<file path="src/rtl/cpu16_isa_pkg.sv">
// Shared ISA constants for the 16-bit CPU fetch path: widths, opcodes, op-field slice and fetch FSM states.
package cpu16_isa_pkg;

  localparam int unsigned ISA_AW = 5;
  localparam int unsigned ISA_IW = 16;

  localparam int unsigned OP_HI = 15;
  localparam int unsigned OP_LO = 12;

  localparam logic [3:0] OPC_JMP  = 4'hC;
  localparam logic [3:0] OPC_BZ   = 4'hD;
  localparam logic [3:0] OPC_CALL = 4'hE;
  localparam logic [3:0] OPC_RET  = 4'hF;

  typedef enum logic {
    RUN,
    SQUASH
  } fetch_state_e;

endpackage

</file>
<file path="src/rtl/instr_fetch_branch_decode.sv">
// Combinational branch resolution on the instruction register; CALL/RET decode exists only under FETCH_CALL_RET_EN.
module branch_decode
  import cpu16_isa_pkg::*;
#(
  parameter int unsigned AW = ISA_AW,
  parameter int unsigned IW = ISA_IW
) (
  input  logic [IW-1:0] ir,
  input  logic          ir_valid,
  input  logic          zero_flag,
  input  logic [AW-1:0] link,
  output logic          take,
  output logic [AW-1:0] target
);

  logic [3:0] op;
  assign op = ir[OP_HI:OP_LO];

  // target is forced to zero whenever the branch is not taken
  always_comb begin
    take   = 1'b0;
    target = '0;
    if (ir_valid) begin
      case (op)
        OPC_JMP: begin
          take   = 1'b1;
          target = ir[AW-1:0];
        end
        OPC_BZ: begin
          take   = zero_flag;
          target = zero_flag ? ir[AW-1:0] : '0;
        end
`ifdef FETCH_CALL_RET_EN
        OPC_CALL: begin
          take   = 1'b1;
          target = ir[AW-1:0];
        end
        OPC_RET: begin
          take   = 1'b1;
          target = link;
        end
`endif
        default: begin
          take   = 1'b0;
          target = '0;
        end
      endcase
    end
  end

  logic unused_bits;
`ifdef FETCH_CALL_RET_EN
  assign unused_bits = ^ir[OP_LO-1:AW];
`else
  assign unused_bits = ^{link, ir[OP_LO-1:AW]};
`endif

endmodule

</file>
<file path="src/rtl/instr_fetch.sv">
// Fetch stage: captures ROM word into IR, resolves branches and squashes one wrong-path slot.
// Optional CALL/RET with a single-entry link register is enabled by FETCH_CALL_RET_EN.
module instr_fetch
  import cpu16_isa_pkg::*;
#(
  parameter int unsigned AW = ISA_AW,
  parameter int unsigned IW = ISA_IW
) (
  input  logic          clk,
  input  logic          reset,
  input  logic [AW-1:0] pc_adr,
  output logic [AW-1:0] rom_adr,
  input  logic [IW-1:0] rom_data,
  input  logic          zero_flag,
  output logic          pob,
  output logic [AW-1:0] buscin,
  output logic [IW-1:0] ir,
  output logic [AW-1:0] ir_pc,
  output logic          ir_valid
);

  fetch_state_e  state;
  logic          take;
  logic [AW-1:0] target;
  logic [AW-1:0] link;

  assign rom_adr = pc_adr;
  assign pob     = take;
  assign buscin  = target;

  branch_decode #(
    .AW(AW),
    .IW(IW)
  ) u_branch_decode (
    .ir        (ir),
    .ir_valid  (ir_valid),
    .zero_flag (zero_flag),
    .link      (link),
    .take      (take),
    .target    (target)
  );

`ifdef FETCH_CALL_RET_EN
  always_ff @(posedge clk or posedge reset) begin
    if (reset) begin
      link <= '0;
    end else if (take && (ir[OP_HI:OP_LO] == OPC_CALL)) begin
      link <= ir_pc + AW'(1);
    end
  end
`else
  assign link = '0;
`endif

  // The word fetched on the redirect edge is the fall-through, so it is invalidated there.
  always_ff @(posedge clk or posedge reset) begin
    if (reset) begin
      ir       <= '0;
      ir_pc    <= '0;
      ir_valid <= 1'b0;
      state    <= RUN;
    end else begin
      ir    <= rom_data;
      ir_pc <= pc_adr;
      case (state)
        RUN: begin
          if (take) begin
            ir_valid <= 1'b0;
            state    <= SQUASH;
          end else begin
            ir_valid <= 1'b1;
          end
        end
        SQUASH: begin
          ir_valid <= 1'b1;
          state    <= RUN;
        end
        default: begin
          ir_valid <= 1'b0;
          state    <= RUN;
        end
      endcase
    end
  end

endmodule

</file>
<file path="config.mk">
export PLATFORM = sky130hd
export DESIGN_NAME = instr_fetch
export DESIGN_NICKNAME = d
export VERILOG_FILES = /design/src/rtl/cpu16_isa_pkg.sv /design/src/rtl/instr_fetch_branch_decode.sv /design/src/rtl/instr_fetch.sv
export SDC_FILE = /design/constraint.sdc
export NUM_CORES = 1
export LEC_CHECK = 0
export BUFFER_PORTS_ARGS = -buffer_cell sky130_fd_sc_hd__buf_2
export CAP_MARGIN = 10
export CORE_MARGIN = 1.5
export CORE_UTILIZATION = 34
export DETAILED_ROUTE_END_ITERATION = 8
export HOLD_SLACK_MARGIN = 0.05
export PLACE_DENSITY = 0.73
export SYNTH_ARGS = -nofsm -noshare
export SYNTH_HDL_FRONTEND = slang
export SYNTH_HIERARCHICAL = 1
export SYNTH_SLANG_ARGS = --single-unit
</file>
<file path="constraint.sdc">
create_clock -name clk -period 1.01 [get_ports clk]
set_clock_uncertainty 0.15 [all_clocks]
set_input_delay 0.0505 -clock clk [delete_from_list [all_inputs] [get_ports clk]]
set_output_delay 0.0505 -clock clk [all_outputs]
set_load 0.02 [all_outputs]
</file>
# Yosys cells after proc, flatten, opt, wreduce, memory -nomap -nowiden
# Index checks and enable logic that the tools add are counted.
# totals
ff_bits,23
latch_bits,0
ram_bits,0
romBits,0
input_bits,24
out_inout_bits,33
word_cells,16
memories,0
# op_classes
n_addsub,0
mul,0
n_div,0
order_cmp,0
eq_ne,2
shifts,0
mux,9
n_bitwise,1
n_reduce_logical,0
# op_table
op,count
2-to-1 mux 5 bit,2
case mux 5 bit (2 select lines),1
equality test 4 bit (second input constant),2
case mux 1 bit (2 select lines),3
2-to-1 mux 1 bit,3
NOT 1 bit,1

# Logic depth before layout (Yosys ltp)
# depth
word_depth,5
depth_mapped,3
mapped_depth_nobuf,3

# Cells and area by module
# The synthesis kept the hierarchy.
# by_module_without_submodules
module,n_inst,cells_per_inst,area_each_um2,seq_area_each_um2
instr_fetch,1,32,633.1,575.6
branch_decode,1,8,100.1,0.0

# Worst setup path before layout
# OpenSTA, ideal clock, no wires.
# synth_path
kind,register to register
from,register ir[13]
to,register state
setup_ns,0.073
arrival_time_ns,1.245
required_time_ns,0.787
setup_slack_ns,-0.458
path_stages_with_launch,4
n_path_buf,0
period_less_slack_ns,1.468
cell_sequence,dfrtp_1 -> nand4b_4 -> nor2_1 -> nor2b_1
# synth_via
elab_chain_len,5
word_cells_on_any_way,6
classes_between,eq/ne (2); mux (4)
# synth_rtl
element,line,rtl
start: declaration,instr_fetch.sv:17,"output logic [IW-1:0] ir,"
start signal: assignment,instr_fetch.sv:63,ir <= rom_data;
equality test 4 bit,instr_fetch_branch_decode.sv:24,case (op)
case mux 1 bit (2 select lines) (*),instr_fetch_branch_decode.sv:24,
2-to-1 mux 1 bit (*),instr_fetch_branch_decode.sv:23,if (ir_valid) begin
net pob,instr_fetch.sv:15,"output logic pob,"
2-to-1 mux 1 bit (*),instr_fetch.sv:67,if (take) begin
case mux 1 bit (2 select lines) (*),instr_fetch.sv:65,case (state)
end signal: assignment,instr_fetch.sv:61,state <= RUN;
end signal: assignment,instr_fetch.sv:69,state <= SQUASH;
end signal: assignment,instr_fetch.sv:76,state <= RUN;
end: declaration,instr_fetch.sv:22,fetch_state_e state;
# Mark *: on every way through the listed nets, which the timed path passes. The rest lies on a longest branch.

# Worst setup path after layout
# layout_path
from,register ir[13]
to,output port buscin[0]
# layout_via
elab_chain_len,3
word_cells_on_any_way,4
classes_between,eq/ne (2); mux (2)
# layout_rtl
element,line,rtl
equality test 4 bit,instr_fetch_branch_decode.sv:24,
case mux 5 bit (2 select lines) (*),instr_fetch_branch_decode.sv:24,
2-to-1 mux 5 bit (*),instr_fetch_branch_decode.sv:23,
end: declaration,instr_fetch.sv:16,"output logic [AW-1:0] buscin,"
# Every way passes the cells marked *; elsewhere a longest branch is shown, timed or not.

==> impl_metrics.json <==
{
  "clock_tree_from_tritoncts": "yes",
  "synth_nets": 63,
  "tightest_slew_ns": 0.2901,
  "num_io_pins": 57,
  "finish.net_count": 148,
  "gr-total-overflow": 0,
  "finalPower_uw": 1788,
  "period_needed_ns": 1.620,
  "drt_first_iter_violations": 2,
  "endpoint_of_the_worst_slack_reg_to_reg_timing_path": "state",
  "startpoint": "ir[13]",
  "layout-area-overhead-vs-synth_pct": 103.3,
  "clk_slew_on_worst_s_h_paths_ns": 0.12,
  "slew_viol_final": 0,
  "timing_limited_maximum_frequency_mhz": 617.2,
  "report.final.hold_viol_count": 0,
  "number_of_buffers_created_by_cts": 3,
  "cts.path.max_buffers": 2,
  "route.vias.total": 629,
  "grt_antenna_before_repair": 0,
  "number_of_sinks_on_the_clock_net": 23,
  "grt_start_max_net_pins": 24,
  "setup.reg_to_reg.worst_slack_ns": -0.30,
  "horiz_die_dim_um": 49.32,
  "drc": 0,
  "wirelength_um": 2001,
  "cp-endpoint": "buscin[0]",
  "crit_fanout": 6,
  "power.density_cell_area_nw_per_um2": 1206,
  "grt_setup_unrepaired": "yes",
  "die-height_um": 49.32,
  "max_slew_margin_pct": 80.66,
  "ys_warn_count": 6,
  "crit_path_end_kind": "output pin",
  "max_incr_delay_on_cp_ns": 0.43,
  "core.rowCount": 16,
  "drtAntennaViolNets": 0,
  "antenna_cells_inserted": 0,
  "fillCellCount": 122,
  "ff2ff_path_depth": 4,
  "core-area_sq_um": 1982,
  "critical_path.cell_chain": "nand4b_4 > nor3b_2 > buf_4",
  "status": "finished, violations left",
  "grt_pass1_wl_um": 2891,
  "number_of_levels_the_h_tree_was_split_into": 1,
  "violations": "setup timing",
  "wl_per_cell_um": 13.34,
  "floorplan.initialDensity_pct": 36.81,
  "layout-drive-gt1-share_pct": 61.79,
  "critical-path-slowest-cell": "dfrtp_2",
  "worst-endpoint-required_ns": 0.81,
  "max_cap_violations": 0,
  "setup.worst_path.class": "reg -> out",
  "syn_inst": 39,
  "dp_hpwl_um": 1108,
  "detail_route.first_pass.iterations": 3,
  "syn-cell-area_sq_um": 729.5,
  "timing.critical_path.arrival_ns": 1.42,
  "start_kind": "flop",
  "finalSetupViolCount": 30,
  "reg2reg_from": "ir[13]",
  "clockRootBuffer": "clkbuf_4",
  "die_area_sq_um": 2432,
  "first_global_vias": 648,
  "synth.avg_cell_area_sq_um": 18.70,
  "port-buffer-count": 56,
  "clk-insertion-delay-late_ns": 0.30,
  "cellLeakagePower_uw": 0.0007319,
  "place_congestion": 0.6146,
  "ir_worst_vdd_mv": 0.9138,
  "final.period_utilization_pct": 160.4,
  "grt_usage_pct": 15.98,
  "layout_setup_ws_ns": -0.6103,
  "avgViaCountPerCell": 4.193,
  "pre_cts_slack_ns": -0.2175,
  "timing.hold.worst.class": "in -> async"
}
## cells in the final DEF, fill, tap and decap left out, drive strengths merged, types with 4 or more instances in the layout
master and n:
buf 63, clkbuf 4, dfrtp 23, dlygate4sd3 22, nor3b 5
## stage by stage
stage                     cell area [sq um]  hold slack (ns)  TNS [ns]  cells  util (%)
final                                  1483           0.1707    -5.074    150     74.81
after global placement                 1022         -0.05561    -1.097    118     51.58
after detailed placement               1022         -0.05029    -1.427    118     51.58
after CTS                              1438          0.08720    -4.882    148     72.54
after global routing                   1483           0.1904    -6.742    150     74.81
after floorplan                       738.2         -0.09765    -1.744     39         -
## worst min-delay path by stage
stage	startpoint	to	slack (ns)	cells past startpoint
after floorplan	reset	ir[0]	-0.1	1
after global placement	reset	ir[10]	-0.06	3
final	reset	ir[8]	0.17	4
after detailed placement	reset	ir[11]	-0.05	3
after CTS	zero_flag	ir_valid	0.09	4
after global routing	pc_adr[4]	rom_adr[4]	0.19	2
## routing by layer
metal | GRT usage (%) | vias to the layer above | part of all wire (%)
met3 | 4.294 | 2 | 8.2
met4 | 5.714 | 0 | 0.65
met1 | 17.68 | 299 | 37
met2 | 29.05 | 40 | 54
li1 | - | 288 | -
met5 | 0 | - | 0
## final cells by class
cell class                      instances  area [sq um]  share of cell area [%]
Tap cell                               27         33.78                   2.278
Clock buffer                            4         26.28                   1.772
Sequential cell                        23         576.8                   38.90
Multi-Input combinational cell         10         127.6                   8.608
Timing Repair Buffer                   85         714.4                   48.19
Inverter                                1         3.754                  0.2532
## flip-flops by register name, indices dropped and copies added (netlist names)
register and flops:
ir_valid 1, ir 16, ir_pc 5, state 1
## worst max-delay path: cells and delay by family (launching register included)
kind	cells	cell delay, ns
and+or+nand+nor	2	0.52
buffers and inverters	1	0.17
DFF	1	0.43
## power by group
part	leakage, uW	total [uW]	switching, uW	internal [uW]
registers	0.000267	996	30.0	966
clock network	0.0000150	407	254	154
logic	0.000450	384	167	218
## repair_timing
action | 4_1_cts | 5_1_grt
endpoints found under the setup margin | 30 | 30
pin swaps | 0 | 2
endpoints found under the hold margin | 44 | 0
resized for setup | 45 | 10
gates cloned | 0 | 0
hold buffers | 22 | 0
buffers inserted | 4 | 4
Note: power is estimated with default switching activity, not from simulation.
